[src/rtl/trap_csr_unit_pkg.sv]
// Shared constants for the machine-mode CSR file and trap generator:
// CSR addresses, excepttype codes, mcause values and bit positions.
package trap_csr_unit_pkg;

  // CSR addresses
  localparam logic [11:0] CSR_MSTATUS  = 12'h300;
  localparam logic [11:0] CSR_MIE      = 12'h304;
  localparam logic [11:0] CSR_MTVEC    = 12'h305;
  localparam logic [11:0] CSR_MSCRATCH = 12'h340;
  localparam logic [11:0] CSR_MEPC     = 12'h341;
  localparam logic [11:0] CSR_MCAUSE   = 12'h342;
  localparam logic [11:0] CSR_MIP      = 12'h344;
  localparam logic [11:0] CSR_MCYCLE   = 12'hB00;
  localparam logic [11:0] CSR_MCYCLEH  = 12'hB80;

  // Codes handed to the pipeline controller
  typedef enum logic [31:0] {
    EXC_NONE    = 32'h0000_0000,
    EXC_INT     = 32'h0000_0001,
    EXC_ECALL   = 32'h0000_0008,
    EXC_ILLEGAL = 32'h0000_000a,
    EXC_MRET    = 32'h0000_000e
  } exc_e;

  // mcause values written on trap entry
  localparam logic [31:0] MCAUSE_EXT     = 32'h8000_000B;
  localparam logic [31:0] MCAUSE_TMR     = 32'h8000_0007;
  localparam logic [31:0] MCAUSE_ILLEGAL = 32'h0000_0002;
  localparam logic [31:0] MCAUSE_ECALL   = 32'h0000_000B;

  // Bit positions
  localparam int MSTATUS_MIE_BIT  = 3;
  localparam int MSTATUS_MPIE_BIT = 7;
  localparam int MIE_MEIE_BIT     = 11;
  localparam int MIE_MTIE_BIT     = 7;

  // Only machine mode exists, so MPP is hard-wired to 2'b11
  localparam logic [31:0] MSTATUS_MPP_RO = 32'h0000_1800;

  localparam logic [31:0] MTVEC_RST_DEFAULT = 32'h0000_0020;

  // Assemble the architectural mstatus view from the two stored bits
  function automatic logic [31:0] mstatus_pack(input logic mpie, input logic mie);
    logic [31:0] v;
    v = MSTATUS_MPP_RO;
    v[MSTATUS_MPIE_BIT] = mpie;
    v[MSTATUS_MIE_BIT]  = mie;
    return v;
  endfunction

endpackage

[src/rtl/trap_csr_unit_irq_sync.sv]
// Multi-flop synchronizer bringing the asynchronous external interrupt
// level into the clk domain. SYNC_STAGES must be at least 2.
module trap_csr_unit_irq_sync #(
  parameter int SYNC_STAGES = 2
) (
  input  logic clk,
  input  logic rst,
  input  logic async_i,
  output logic sync_o
);

  logic [SYNC_STAGES-1:0] sync_q;

  // Shift the raw level through the flop chain; stage 0 is the metastable one
  always_ff @(posedge clk) begin
    if (rst) begin
      sync_q <= '0;
    end else begin
      sync_q <= {sync_q[SYNC_STAGES-2:0], async_i};
    end
  end

  assign sync_o = sync_q[SYNC_STAGES-1];

endmodule

[src/rtl/trap_csr_unit.sv]
// Machine-mode CSR file and trap generator beside the MEM stage.
// Reads are write-forwarded; trap/mret field updates override a
// same-cycle CSR write on the fields they touch.
module trap_csr_unit
  import trap_csr_unit_pkg::*;
#(
  parameter logic [31:0] MTVEC_RST   = MTVEC_RST_DEFAULT,
  parameter int          SYNC_STAGES = 2
) (
  input  logic        clk,
  input  logic        rst,
  input  logic [11:0] csr_raddr_i,
  output logic [31:0] csr_rdata_o,
  input  logic        csr_we_i,
  input  logic [11:0] csr_waddr_i,
  input  logic [31:0] csr_wdata_i,
  input  logic        mem_valid_i,
  input  logic [31:0] mem_pc_i,
  input  logic        mem_ecall_i,
  input  logic        mem_illegal_i,
  input  logic        mem_mret_i,
  input  logic        ext_irq_i,
  input  logic        tmr_irq_i,
  output logic [31:0] excepttype_o,
  output logic [31:0] csr_mepc_o,
  output logic [31:0] csr_mtvec_o
);

  // Stored CSR state
  logic        mst_mie_q, mst_mpie_q;
  logic        mst_mie_d, mst_mpie_d;
  logic        meie_q, mtie_q;
  logic        meie_d, mtie_d;
  logic [31:0] mtvec_q, mtvec_d;
  logic [31:0] mscratch_q, mscratch_d;
  logic [31:0] mepc_q, mepc_d;
  logic [31:0] mcause_q, mcause_d;
  logic [31:0] mcycle_q, mcycle_d;
  logic [31:0] mcycleh_q, mcycleh_d;

  // Forwarded view: stored value with this cycle's WB write applied
  logic        mst_mie_fwd, mst_mpie_fwd;
  logic        meie_fwd, mtie_fwd;
  logic [31:0] mtvec_fwd, mscratch_fwd, mepc_fwd, mcause_fwd;
  logic [31:0] mcycle_fwd, mcycleh_fwd;

  logic        sync_ext;
  logic        int_ext, int_tmr;
  exc_e        exc;
  logic        trap_take, mret_take;
  logic [31:0] trap_cause;
  logic        mcycle_carry;

  trap_csr_unit_irq_sync #(
    .SYNC_STAGES(SYNC_STAGES)
  ) u_irq_sync (
    .clk    (clk),
    .rst    (rst),
    .async_i(ext_irq_i),
    .sync_o (sync_ext)
  );

  // Apply the WB write (with field masking) on top of the stored CSRs
  always_comb begin
    mst_mie_fwd  = mst_mie_q;
    mst_mpie_fwd = mst_mpie_q;
    meie_fwd     = meie_q;
    mtie_fwd     = mtie_q;
    mtvec_fwd    = mtvec_q;
    mscratch_fwd = mscratch_q;
    mepc_fwd     = mepc_q;
    mcause_fwd   = mcause_q;
    mcycle_fwd   = mcycle_q;
    mcycleh_fwd  = mcycleh_q;
    if (csr_we_i) begin
      case (csr_waddr_i)
        CSR_MSTATUS: begin
          mst_mie_fwd  = csr_wdata_i[MSTATUS_MIE_BIT];
          mst_mpie_fwd = csr_wdata_i[MSTATUS_MPIE_BIT];
        end
        CSR_MIE: begin
          meie_fwd = csr_wdata_i[MIE_MEIE_BIT];
          mtie_fwd = csr_wdata_i[MIE_MTIE_BIT];
        end
        CSR_MTVEC:    mtvec_fwd    = {csr_wdata_i[31:2], 2'b00};
        CSR_MSCRATCH: mscratch_fwd = csr_wdata_i;
        CSR_MEPC:     mepc_fwd     = {csr_wdata_i[31:2], 2'b00};
        CSR_MCAUSE:   mcause_fwd   = csr_wdata_i;
        CSR_MCYCLE:   mcycle_fwd   = csr_wdata_i;
        CSR_MCYCLEH:  mcycleh_fwd  = csr_wdata_i;
        default: ;
      endcase
    end
  end

  // EX-stage read mux over the forwarded view; unmapped addresses read 0
  always_comb begin
    csr_rdata_o = 32'h0;
    case (csr_raddr_i)
      CSR_MSTATUS: csr_rdata_o = mstatus_pack(mst_mpie_fwd, mst_mie_fwd);
      CSR_MIE: begin
        csr_rdata_o[MIE_MEIE_BIT] = meie_fwd;
        csr_rdata_o[MIE_MTIE_BIT] = mtie_fwd;
      end
      CSR_MTVEC:    csr_rdata_o = mtvec_fwd;
      CSR_MSCRATCH: csr_rdata_o = mscratch_fwd;
      CSR_MEPC:     csr_rdata_o = mepc_fwd;
      CSR_MCAUSE:   csr_rdata_o = mcause_fwd;
      CSR_MIP: begin
        csr_rdata_o[MIE_MEIE_BIT] = sync_ext;
        csr_rdata_o[MIE_MTIE_BIT] = tmr_irq_i;
      end
      CSR_MCYCLE:   csr_rdata_o = mcycle_fwd;
      CSR_MCYCLEH:  csr_rdata_o = mcycleh_fwd;
      default: ;
    endcase
  end

  assign csr_mepc_o  = mepc_fwd;
  assign csr_mtvec_o = mtvec_fwd;

  // Prioritise interrupt > illegal > ecall > mret; bubbles take nothing
  always_comb begin
    int_ext    = sync_ext  & meie_fwd & mst_mie_fwd;
    int_tmr    = tmr_irq_i & mtie_fwd & mst_mie_fwd;
    exc        = EXC_NONE;
    trap_cause = MCAUSE_ECALL;
    if (!rst && mem_valid_i) begin
      if (int_ext) begin
        exc        = EXC_INT;
        trap_cause = MCAUSE_EXT;
      end else if (int_tmr) begin
        exc        = EXC_INT;
        trap_cause = MCAUSE_TMR;
      end else if (mem_illegal_i) begin
        exc        = EXC_ILLEGAL;
        trap_cause = MCAUSE_ILLEGAL;
      end else if (mem_ecall_i) begin
        exc        = EXC_ECALL;
        trap_cause = MCAUSE_ECALL;
      end else if (mem_mret_i) begin
        exc        = EXC_MRET;
      end
    end
    trap_take = (exc == EXC_INT) || (exc == EXC_ILLEGAL) || (exc == EXC_ECALL);
    mret_take = (exc == EXC_MRET);
  end

  assign excepttype_o = exc;

  // Next state: written values first, then trap/mret overrides on top
  always_comb begin
    mst_mie_d  = mst_mie_fwd;
    mst_mpie_d = mst_mpie_fwd;
    meie_d     = meie_fwd;
    mtie_d     = mtie_fwd;
    mtvec_d    = mtvec_fwd;
    mscratch_d = mscratch_fwd;
    mepc_d     = mepc_fwd;
    mcause_d   = mcause_fwd;
    if (trap_take) begin
      mepc_d     = mem_pc_i & ~32'h3;
      mcause_d   = trap_cause;
      mst_mpie_d = mst_mie_fwd;
      mst_mie_d  = 1'b0;
    end else if (mret_take) begin
      mst_mie_d  = mst_mpie_fwd;
      mst_mpie_d = 1'b1;
    end
  end

  // 64-bit cycle counter; a written half skips its increment but the
  // other half still takes the carry out of the low word
  always_comb begin
    mcycle_carry = (mcycle_q == 32'hFFFF_FFFF);
    mcycle_d     = mcycle_q + 32'd1;
    mcycleh_d    = mcycleh_q + {31'd0, mcycle_carry};
    if (csr_we_i && csr_waddr_i == CSR_MCYCLE) begin
      mcycle_d = csr_wdata_i;
    end
    if (csr_we_i && csr_waddr_i == CSR_MCYCLEH) begin
      mcycleh_d = csr_wdata_i;
    end
  end

  // CSR state registers
  always_ff @(posedge clk) begin
    if (rst) begin
      mst_mie_q  <= 1'b0;
      mst_mpie_q <= 1'b0;
      meie_q     <= 1'b0;
      mtie_q     <= 1'b0;
      mtvec_q    <= MTVEC_RST;
      mscratch_q <= 32'h0;
      mepc_q     <= 32'h0;
      mcause_q   <= 32'h0;
      mcycle_q   <= 32'h0;
      mcycleh_q  <= 32'h0;
    end else begin
      mst_mie_q  <= mst_mie_d;
      mst_mpie_q <= mst_mpie_d;
      meie_q     <= meie_d;
      mtie_q     <= mtie_d;
      mtvec_q    <= mtvec_d;
      mscratch_q <= mscratch_d;
      mepc_q     <= mepc_d;
      mcause_q   <= mcause_d;
      mcycle_q   <= mcycle_d;
      mcycleh_q  <= mcycleh_d;
    end
  end

endmodule

[config.mk]
export PLATFORM = sky130hd
export DESIGN_NAME = trap_csr_unit
export DESIGN_NICKNAME = d
export VERILOG_FILES = /design/src/rtl/trap_csr_unit_pkg.sv /design/src/rtl/trap_csr_unit_irq_sync.sv /design/src/rtl/trap_csr_unit.sv
export SDC_FILE = /design/constraint.sdc
export NUM_CORES = 1
export LEC_CHECK = 0
export BUFFER_PORTS_ARGS = -buffer_cell sky130_fd_sc_hd__buf_2
export CORE_AREA = 2 2 171 173
export CTS_BUF_LIST = sky130_fd_sc_hd__clkbuf_4 sky130_fd_sc_hd__clkbuf_8 sky130_fd_sc_hd__clkbuf_16
export CTS_CLUSTER_DIAMETER = 80
export DETAILED_ROUTE_END_ITERATION = 10
export DIE_AREA = 0 0 173 175
export PLACE_DENSITY = 0.6
export SETUP_SLACK_MARGIN = 0.3
export SLEW_MARGIN = 20
export SYNTH_ARGS = -nofsm -noshare
export SYNTH_HDL_FRONTEND = slang
export SYNTH_SLANG_ARGS = --single-unit
[constraint.sdc]
create_clock -name clk -period 8.4 [get_ports clk]
set_clock_uncertainty 0.2 [all_clocks]
set_input_delay 0 -clock clk [delete_from_list [all_inputs] [get_ports clk]]
set_output_delay 0 -clock clk [all_outputs]
set_load 0.01 [all_outputs]
==> results_dict.tcl, run 1 <==
set metrics [dict create \
    status "completed" \
    rows 62 \
    ant_nets 0 \
    synth-seq-cells 198 \
    fin_nets 1662 \
    synth_edf_count 0 \
    die_area_um2 30300 \
    gr-usage-all-layers_pct 23.0 \
    async_flop_share_pct 0 \
    worst-slew-pin-transition_ps 1090 \
    switching_power_w 0.000480 \
    cts_setup_buffers 0 \
    cp_max_fo 4 \
    grt_first_pass_wirelength_um 55400 \
    cts_resized 0 \
    p_per_area_nw_per_um2 139 \
    sw_frac_of_total_pct 25.0 \
    yosysTopAreaCellShare_pct 35.4 \
    max_freq_mhz 207 \
    syn_inst 1320 \
    finalWirelength_um 35500 \
    critPathKind "flop to flop" \
    drt-vias-per-instance 5.29 \
    cp.required_ps 8580 \
    ir_drop_mv 0.0961 \
    post-place-cells 1827 \
    antenna_found_initial 0 \
    cts-hold-fix-buffers 100 \
    overflow 0 \
    layout.cells.non_filler 1959 \
    layout-drive-gt1-share_pct 21.7 \
    min_period_over_period_pct 57.4 \
    area_growth_pct 23.7 \
    end_kind "flop" \
    yosys-top-cells-area "dfxtp_1, mux2i_1, nor2_1" \
    finalSetupViolCount 0 \
    vias 10400 \
    start_util_pct 39.4 \
    nFillCells 2768 \
    antenna_cells 0 \
    synth_area_leader_cell "dfxtp_1" \
    syn_area_um2 11200 \
    globalplace.congestion 0.860 \
    min_period_ps 4820 \
    cts_root_buf "clkbuf_16" \
    first_pass_iters 5 \
    clockBufferDepth 2 \
    yosysWarnings 0 \
    design.core.area_um2 28400 \
    maxCapViolations 0 \
    seq_area_frac_synth_pct 35.4 \
    io_buffers 194 \
    cts.sinks 198 \
    finalHoldViolCount 0 \
    fp.dieH_um 175 \
    rsz0062_at_grt "false" \
    synth-main-ff-cell "dfxtp_1" \
    layout_commonest_cell "dfxtp_1" \
    cp.arrival_ps 5000 \
    dp_hpwl_um 22900 \
    pwr-share-clk_pct 40.7 \
    drt_iter0_drc 642 \
    grt_max_degree 85 \
    numCtsBuffers 17 \
    fin_tns_setup_ps 0 \
    clk_latency_ps 440 \
    p_comb_share_pct 9.7 \
    p_leak_nw 5.98 \
    p_int_w 0.00144 \
    clkSlewWorstSetupHoldPaths_ps 70 \
    multiInputGateArea_um2 6590 \
    boundaryPins 225 \
    worst_setup_path_start_kind "flop" \
    most-common-layout-cells "dfxtp_1, buf_2, nor2_1, nand2_1, mux2i_1" \
    ys_types 67 \
    avgSynthCellArea_um2 8.47 \
    drc 0 \
    wl_per_cell_um 18.1 \
    power_frac_seq_pct 49.6 \
    drv_slew 0 \
    die_width_um 173 \
    grt_pass1_vias 10100 \
    htreeDepth 4 \
    hp-class "primary input to flop" \
    cts_tree "done" \
    slew_headroom_pct 27.5 \
    seq_area_um2 3960 \
]
==> flip-flops by register name (all words and copies together), names as in the netlist <==
signal	count
mst_mpie_q	1
mtvec_q	32
mst_mie_q	1
mepc_q	32
mcause_q	32
u_irq_sync.sync_q	2
mscratch_q	32
mcycle_q	32
mtie_q	1
mcycleh_q	32
meie_q	1
==> per-layer routing <==
metal	GRT usage, %	wire, µm	vias up
li1	-	-	5054
met1	30.2	15900	5015
met2	40.1	17600	265
met3	2.52	1440	38
met4	6.36	566	0
met5	0	0	-
==> critical path: stages, from the launching register on <==
cell	delay, ps
dfxtp_1	380
ha_1	230
and4_1	320
nand4_1	230
nor4_1	550
and3_1	240
ha_1	220
ha_1	230
nand3_1	210
nor2_1	270
nand2_1	200
nor4_1	420
mux2_2	370
a21oi_1	130
dlygate4sd3_1	560
==> power by group through the flow <==
stage	Combinational, W	Sequential (W)	Clock, W
2_1_floorplan	0.0000849	0.000974	0
3_3_place_gp	0.000140	0.000974	0
3_5_place_dp	0.000142	0.000975	0
4_1_cts	0.000182	0.000953	0.000796
5_1_grt	0.000200	0.000954	0.000828
6_report	0.000186	0.000953	0.000782
==> cells in the mapped netlist (all sizes together) (3+ instances only) <==
library cell and count:
nor4b 4, o211ai 29, a21oi 67, o22ai 15, dfxtp 198, and2 6, buf 52, clkbuf 63
nand4 25, nor4bb 3, nand4b 4, xor2 29, mux2i 113, a2111oi 19, nor2b 42, nor2 192
xnor2 21, and4 10, inv 41, nor3b 4, nor3 13, ha 3, nand3 24, mux2 67
a31oi 5, and3 12, nand2 159, nor4 6, a211oi 54, nand2b 6
==> final timing paths <==
check                        from              endpoint  slack (ps)  depth (start not counted)
min reg2reg  u_irq_sync.sync_q[0]  u_irq_sync.sync_q[1]         260                          1
max reg2reg           mcycle_q[0]         mcycleh_q[30]        3580                         14
max                   mcycle_q[0]         mcycleh_q[30]        3580                         14
min                     tmr_irq_i           mcause_q[2]          30                          5
==> through the flow <==
stage	utilization (%)	setup WS [ps]	hold slack, ps	power (W)	cell area [µm²]
after CTS	48.7	3560	0.465	0.00193	13800
after global routing	48.7	3300	58.4	0.00198	13800
after global placement	43.3	4230	21.7	0.00111	12300
final	48.7	3580	27.9	0.00192	13800
after floorplan	-	5010	-71.8	0.00106	11300
after detailed placement	43.3	4130	35.6	0.00112	12300
==> cell type report <==
cell class	count	share of cell area (%)
Timing Repair Buffer	311	15.2
Clock inverter	11	0.552
Clock buffer	21	3.43
Sequential cell	198	28.6
Tap cell	384	3.47
Inverter	41	1.11
Multi-Input combinational cell	993	47.6
==> kinds of logic (layout without fill, tap and decap cells) <==
family	after synthesis	after routing	synth area share [%]
AO/OA/AOI/OAI	211	211	14.0
XOR/XNOR	50	50	3.92
adder cells (fa/ha/maj)	3	3	0.336
buffers and inverters	156	384	6.79
flip-flops	198	198	35.4
multiplexers	180	180	17.5
other	1	28	0.0335
AND/OR/NAND/NOR	521	521	22.0
Power figures use the tool's default switching activity.
==> run 2, diff against run 1 <==
--- a/config.mk
+++ b/config.mk
@@ -11,7 +11,7 @@
 export CTS_CLUSTER_DIAMETER = 80
 export DETAILED_ROUTE_END_ITERATION = 10
 export DIE_AREA = 0 0 173 175
-export PLACE_DENSITY = 0.6
+export PLACE_DENSITY = 0.63
 export SETUP_SLACK_MARGIN = 0.3
 export SLEW_MARGIN = 20
 export SYNTH_ARGS = -nofsm -noshare
==> constraint.sdc (replaced) <==
create_clock -name clk -period 4.1 [get_ports clk]
set_clock_uncertainty 0.2 [all_clocks]
set_input_delay 0 -clock clk [delete_from_list [all_inputs] [get_ports clk]]
set_output_delay 0 -clock clk [all_outputs]
set_load 0.01 [all_outputs]
==> results_dict.tcl, run 2 (synthesis results as in run 1) <==
set metrics [dict create \
    ant_nets 0 \
    fin_nets 1687 \
    r2r_cells 14 \
    cts.sinks 198 \
    p_int_w 0.00297 \
    utilization_pct 49.7 \
    power_frac_seq_pct 48.9 \
    ir_drop_mv 0.229 \
    place_ws_ps 179 \
    switching_power_w 0.00102 \
    dr.max_layer_used "met4" \
    worst-slew-pin-transition_ps 1120 \
    grt_max_degree 104 \
    sw_frac_of_total_pct 25.5 \
    drc 0 \
    fin_tns_setup_ps 0 \
    finalWirelength_um 35800 \
    seq_area_um2 3960 \
    cts_tree "done" \
    numCtsBuffers 17 \
    drt_iter0_drc 703 \
    rows 62 \
    finalPower_w 0.00399 \
    globalplace.congestion 0.856 \
    boundaryPins 225 \
    met3_length_um 1700 \
    clockBufferDepth 2 \
    clk_latency_ps 440 \
    p_per_area_nw_per_um2 283 \
    cp_max_fo 16 \
    fp.dieH_um 175 \
    max_freq_mhz 279 \
    cts_root_buf "clkbuf_16" \
    wl_met1_um 15900 \
    area_growth_pct 26.2 \
    design.core.area_um2 28400 \
    min_to "mcause_q[2]" \
    multiInputGateArea_um2 6630 \
    worst_slack_ps 517 \
    cp.arrival_ps 3710 \
    rsz0062_at_grt "false" \
    rrSetupSlack_ps 620 \
    critPathKind "primary input to flop" \
    min_period_ps 3580 \
    wl_met2_um 17600 \
    die_width_um 173 \
    finalHoldViolCount 0 \
    hp-class "primary input to flop" \
    min_period_over_period_pct 87.4 \
    first_pass_iters 5 \
    start_util_pct 39.4 \
    antenna_cells 0 \
    layout_commonest_cell "dfxtp_1" \
    end_kind "flop" \
    reg2reg_to "mcycleh_q[30]" \
    timing.rr.start "mcycle_q[0]" \
    cp.required_ps 4220 \
    status "completed" \
    nFillCells 2800 \
    vias 10600 \
    drv_slew 0 \
    hp-start "tmr_irq_i" \
    dp_hpwl_um 23200 \
    wl_per_cell_um 18.1 \
    io_buffers 194 \
    finalSetupViolCount 0 \
    p_leak_nw 6.13 \
    gr-usage-all-layers_pct 22.9 \
    p_comb_share_pct 10.2 \
    htreeDepth 4 \
    grt_pass1_vias 10300 \
    most-common-layout-cells "dfxtp_1, buf_2, nor2_1, nand2_1, mux2i_1" \
    drt-vias-per-instance 5.33 \
    grt_first_pass_wirelength_um 55700 \
    overflow 0 \
    maxCapViolations 0 \
    antenna_found_initial 0 \
    worst_setup_path_start_kind "primary input" \
    clkSlewWorstSetupHoldPaths_ps 70 \
    slew_headroom_pct 25.2 \
    pwr-share-clk_pct 40.9 \
    layout-drive-gt1-share_pct 22.9 \
    die_area_um2 30300 \
    hold_depth 5 \
]
run 2: changes by cell type in the layout (fill, tap and decap cells not counted), moves of 2 or more:
| cell | delta |
|---|---|
| and4_1 | -2 |
| and4_2 | +2 |
| buf_4 | +13 |
| buf_6 | +2 |
| clkbuf_8 | -3 |
| dlygate4sd3_1 | +9 |
| inv_6 | +3 |
| nor4_1 | -2 |
run 2: layout make-up:
| type | instances | area share [%] |
|---|---|---|
| clock buffer | 17 | 3.01 |
| clock inverter | 15 | 0.913 |
| inverter | 41 | 1.09 |
| multi-input combinational | 993 | 46.9 |
| sequential | 198 | 28.1 |
| tap | 384 | 3.40 |
| timing repair buffer | 336 | 16.6 |
run 2: power groups by stage:
| stage | clock network, W | registers (W) | logic [W] |
|---|---|---|---|
| 4_1_cts | 0.00165 | 0.00195 | 0.000387 |
| 3_5_place_dp | 0 | 0.00200 | 0.000293 |
| 3_3_place_gp | 0 | 0.00200 | 0.000291 |
| 2_1_floorplan | 0 | 0.00199 | 0.000174 |
| 6_report | 0.00163 | 0.00195 | 0.000405 |
| 5_1_grt | 0.00173 | 0.00195 | 0.000434 |
run 2: critical path: stages:
cell	delay, ps
dlygate4sd3_1	550
buf_2	160
nor4_4	340
and4_2	380
mux2i_1	200
o311ai_4	390
clkbuf_16	280
mux2i_1	200
dlygate4sd3_1	570
nor2_1	50
dlygate4sd3_1	580
run 2: how the worst max path moves through the flow:
stage	to	slack [ps]	startpoint	cells after the start
finish	mepc_q[11]	520	csr_waddr_i[3]	11
global route	mcycleh_q[30]	360	mcycle_q[0]	14
global placement	mcycleh_q[30]	270	mcycle_q[0]	14
CTS	mcycleh_q[30]	310	mcycle_q[0]	14
detailed placement	mcycleh_q[30]	180	mcycle_q[0]	14
floorplan	mcycleh_q[30]	710	mcycle_q[0]	13
run 2: through the flow:
stage                     area [µm²]  hold slack (ps)  cells
after floorplan                11300            -71.8   1347
after global placement         12400             19.5   1838
after detailed placement       12400             21.4   1838
after CTS                      14000             35.5   1980
after global routing           14100              108   1984
final                          14100             72.2   1984
run 2: repair_timing:
action                                 in CTS  in global routing
cloned                                      0                  1
pin swaps                                   1                  4
setup endpoints to repair                   1                 10
hold buffers                              109                  0
gates resized for setup                     2                  9
endpoints found under the hold margin     197                  0
buffers inserted                            1                  3
run 2: metal layers:
layer  track usage, %  vias to the layer above
li1                 -                     5111
met1             29.4                     5115
met3             3.15                       49
met4             6.81                        0
met5                0                        -
met2             40.0                      304
==> run 3, diff against run 2 <==
--- a/config.mk
+++ b/config.mk
@@ -5,13 +5,14 @@
 export SDC_FILE = /design/constraint.sdc
 export NUM_CORES = 1
 export LEC_CHECK = 0
-export BUFFER_PORTS_ARGS = -buffer_cell sky130_fd_sc_hd__buf_2
 export CORE_AREA = 2 2 171 173
 export CTS_BUF_LIST = sky130_fd_sc_hd__clkbuf_4 sky130_fd_sc_hd__clkbuf_8 sky130_fd_sc_hd__clkbuf_16
 export CTS_CLUSTER_DIAMETER = 80
 export DETAILED_ROUTE_END_ITERATION = 10
 export DIE_AREA = 0 0 173 175
-export PLACE_DENSITY = 0.63
+export DONT_BUFFER_PORTS = 1
+export GPL_TIMING_DRIVEN = 0
+export PLACE_DENSITY = 0.56
 export SETUP_SLACK_MARGIN = 0.3
 export SLEW_MARGIN = 20
 export SYNTH_ARGS = -nofsm -noshare
==> results_dict.tcl, run 3 (synthesis results as in run 1) <==
set metrics [dict create \
    fin_nets 1583 \
    rsz0062_at_grt "true" \
    boundaryPins 225 \
    grt_max_degree 18 \
    worstPathCellList "dlygate4sd3_1, and4bb_2, nand2_1, or3_1, dlygate4sd3_1, buf_2, buf_6, mux2_4, a2111oi_0, o21ai_1" \
    min_period_over_period_pct 92.4 \
    ant_nets 0 \
    drt_iter0_drc 1019 \
    fp.dieH_um 175 \
    hp-class "primary input to flop" \
    status "completed" \
    post-place-cells 1731 \
    antenna_cells 0 \
    layout_commonest_cell "dfxtp_1" \
    htreeDepth 4 \
    hold_depth 4 \
    layout-drive-gt1-share_pct 13.0 \
    clk_latency_ps 450 \
    finalHoldViolCount 0 \
    reg2reg_to "mcycleh_q[27]" \
    maxCapViolations 0 \
    finalPower_w 0.00412 \
    die_area_um2 30300 \
    worst_setup_path_start_kind "primary input" \
    timing.rr.start "mcycle_q[0]" \
    numCtsBuffers 17 \
    p_per_area_nw_per_um2 302 \
    crit_path_frequent_cell "dlygate4sd3_1" \
    layout.cells.non_filler 1880 \
    worst-slew-pin-transition_ps 1060 \
    cts_tree "done" \
    hp-start "rst" \
    cp_top_family "buffers and inverters" \
    start_util_pct 39.4 \
    dp_hpwl_um 30000 \
    rrSetupSlack_ps 470 \
    utilization_pct 48.0 \
    most-common-layout-cells "dfxtp_1, nor2_1, nand2_1, mux2i_1, dlygate4sd3_1" \
    finalWirelength_um 44800 \
    critPathKind "primary input to primary output" \
    place_ws_ps -437 \
    cp_max_fo 10 \
    gr-usage-all-layers_pct 29.2 \
    globalplace.congestion 0.937 \
    wl_per_cell_um 23.9 \
    overflow 0 \
    first_pass_iters 5 \
    drt-vias-per-instance 5.65 \
    cts_root_buf "clkbuf_16" \
    clockBufferDepth 2 \
    grt_pass1_vias 10200 \
    grt_first_pass_wirelength_um 65900 \
    slew_headroom_pct 29.5 \
    die_width_um 173 \
    design.core.area_um2 28400 \
    p_leak_nw 5.45 \
    cp.arrival_ps 3590 \
    rows 62 \
    cpMaxStageDelayCell "a2111oi_0" \
    cp.required_ps 3900 \
    io_buffers 0 \
    end_kind "primary output" \
    min_period_ps 3790 \
    finalSetupViolCount 0 \
    worst_slack_ps 312 \
    cts.sinks 198 \
    drv_slew 0 \
    vias 10600 \
    critPathBufInv 4 \
    r2r_cells 13 \
    max_freq_mhz 264 \
    area_growth_pct 21.7 \
    clkSlewWorstSetupHoldPaths_ps 80 \
    antenna_found_initial 1 \
    ir_drop_mv 0.227 \
    drc 0 \
    cp_slowest_stage_delay_ps 770 \
    min_to "mcause_q[2]" \
]
run 3: changes by cell type in the layout (fill, tap and decap cells not counted), moves of 4 or more:
cell	change
clkinv_2	-5
clkbuf_1	+60
buf_4	+5
buf_2	-181
dlygate4sd3_1	+4
run 3: power by group:
group / leakage [nW] / internal [W] / total (W) / switching (W)
clock network: 0.289 / 0.000960 / 0.00179 / 0.000832
registers: 1.60 / 0.00194 / 0.00195 / 0.00000762
logic: 3.56 / 0.000165 / 0.000372 / 0.000207
run 3: final cells by class:
class                   count  area (µm²)
fillers                  2824       14800
clock buffers              21         468
well taps                 384         480
multi-input cells         993        6650
inverters                  41         154
flip-flops and latches    198        3960
plain buffers             115         608
repair buffers            117        1160
clock inverters            11         135
run 3: timing repair:
item,CTS,global route
hold endpoints to repair,230,0
resized for setup,6,11
setup endpoints to repair,19,13
pin swaps,3,1
hold buffers,113,0
setup buffers,3,1
run 3: through the flow:
step | setup TNS (ps) | instance area, µm² | hold WS [ps]
floorplan | 0 | 11300 | -71.8
global placement | -2380 | 11800 | -58.0
detailed placement | -3320 | 11800 | -62.1
CTS | 0 | 13600 | 34.8
global route | 0 | 13600 | 85.0
finish | 0 | 13600 | 53.3
run 3: worst max-delay path by stage:
stage | to | slack (ps) | startpoint | depth (start not counted)
2_1_floorplan | mcycleh_q[30] | 710 | mcycle_q[0] | 13
3_3_place_gp | mcycleh_q[29] | -360 | mcycle_q[0] | 13
3_5_place_dp | mcycleh_q[29] | -440 | mcycle_q[0] | 13
4_1_cts | mcycleh_q[30] | 320 | mcycle_q[0] | 13
5_1_grt | mcycleh_q[29] | 280 | mcycle_q[0] | 13
6_report | csr_rdata_o[0] | 310 | csr_waddr_i[11] | 10
run 3: worst min-delay path: cells and delay by family:
family	cells	cell delay, ps
AND/OR/NAND/NOR	2	330
AO/OA/AOI/OAI	1	110
buffers and inverters	1	220
run 3: metal layers:
layer | track usage [%] | routed length [µm] | vias up | part of all wire (%)
li1 | - | - | 4888 | -
met1 | 38.7 | 19100 | 5121 | 42
met2 | 48.0 | 20800 | 555 | 46
met3 | 4.96 | 3760 | 61 | 8.4
met4 | 9.92 | 1180 | 0 | 2.6
met5 | 0 | 0 | - | 0
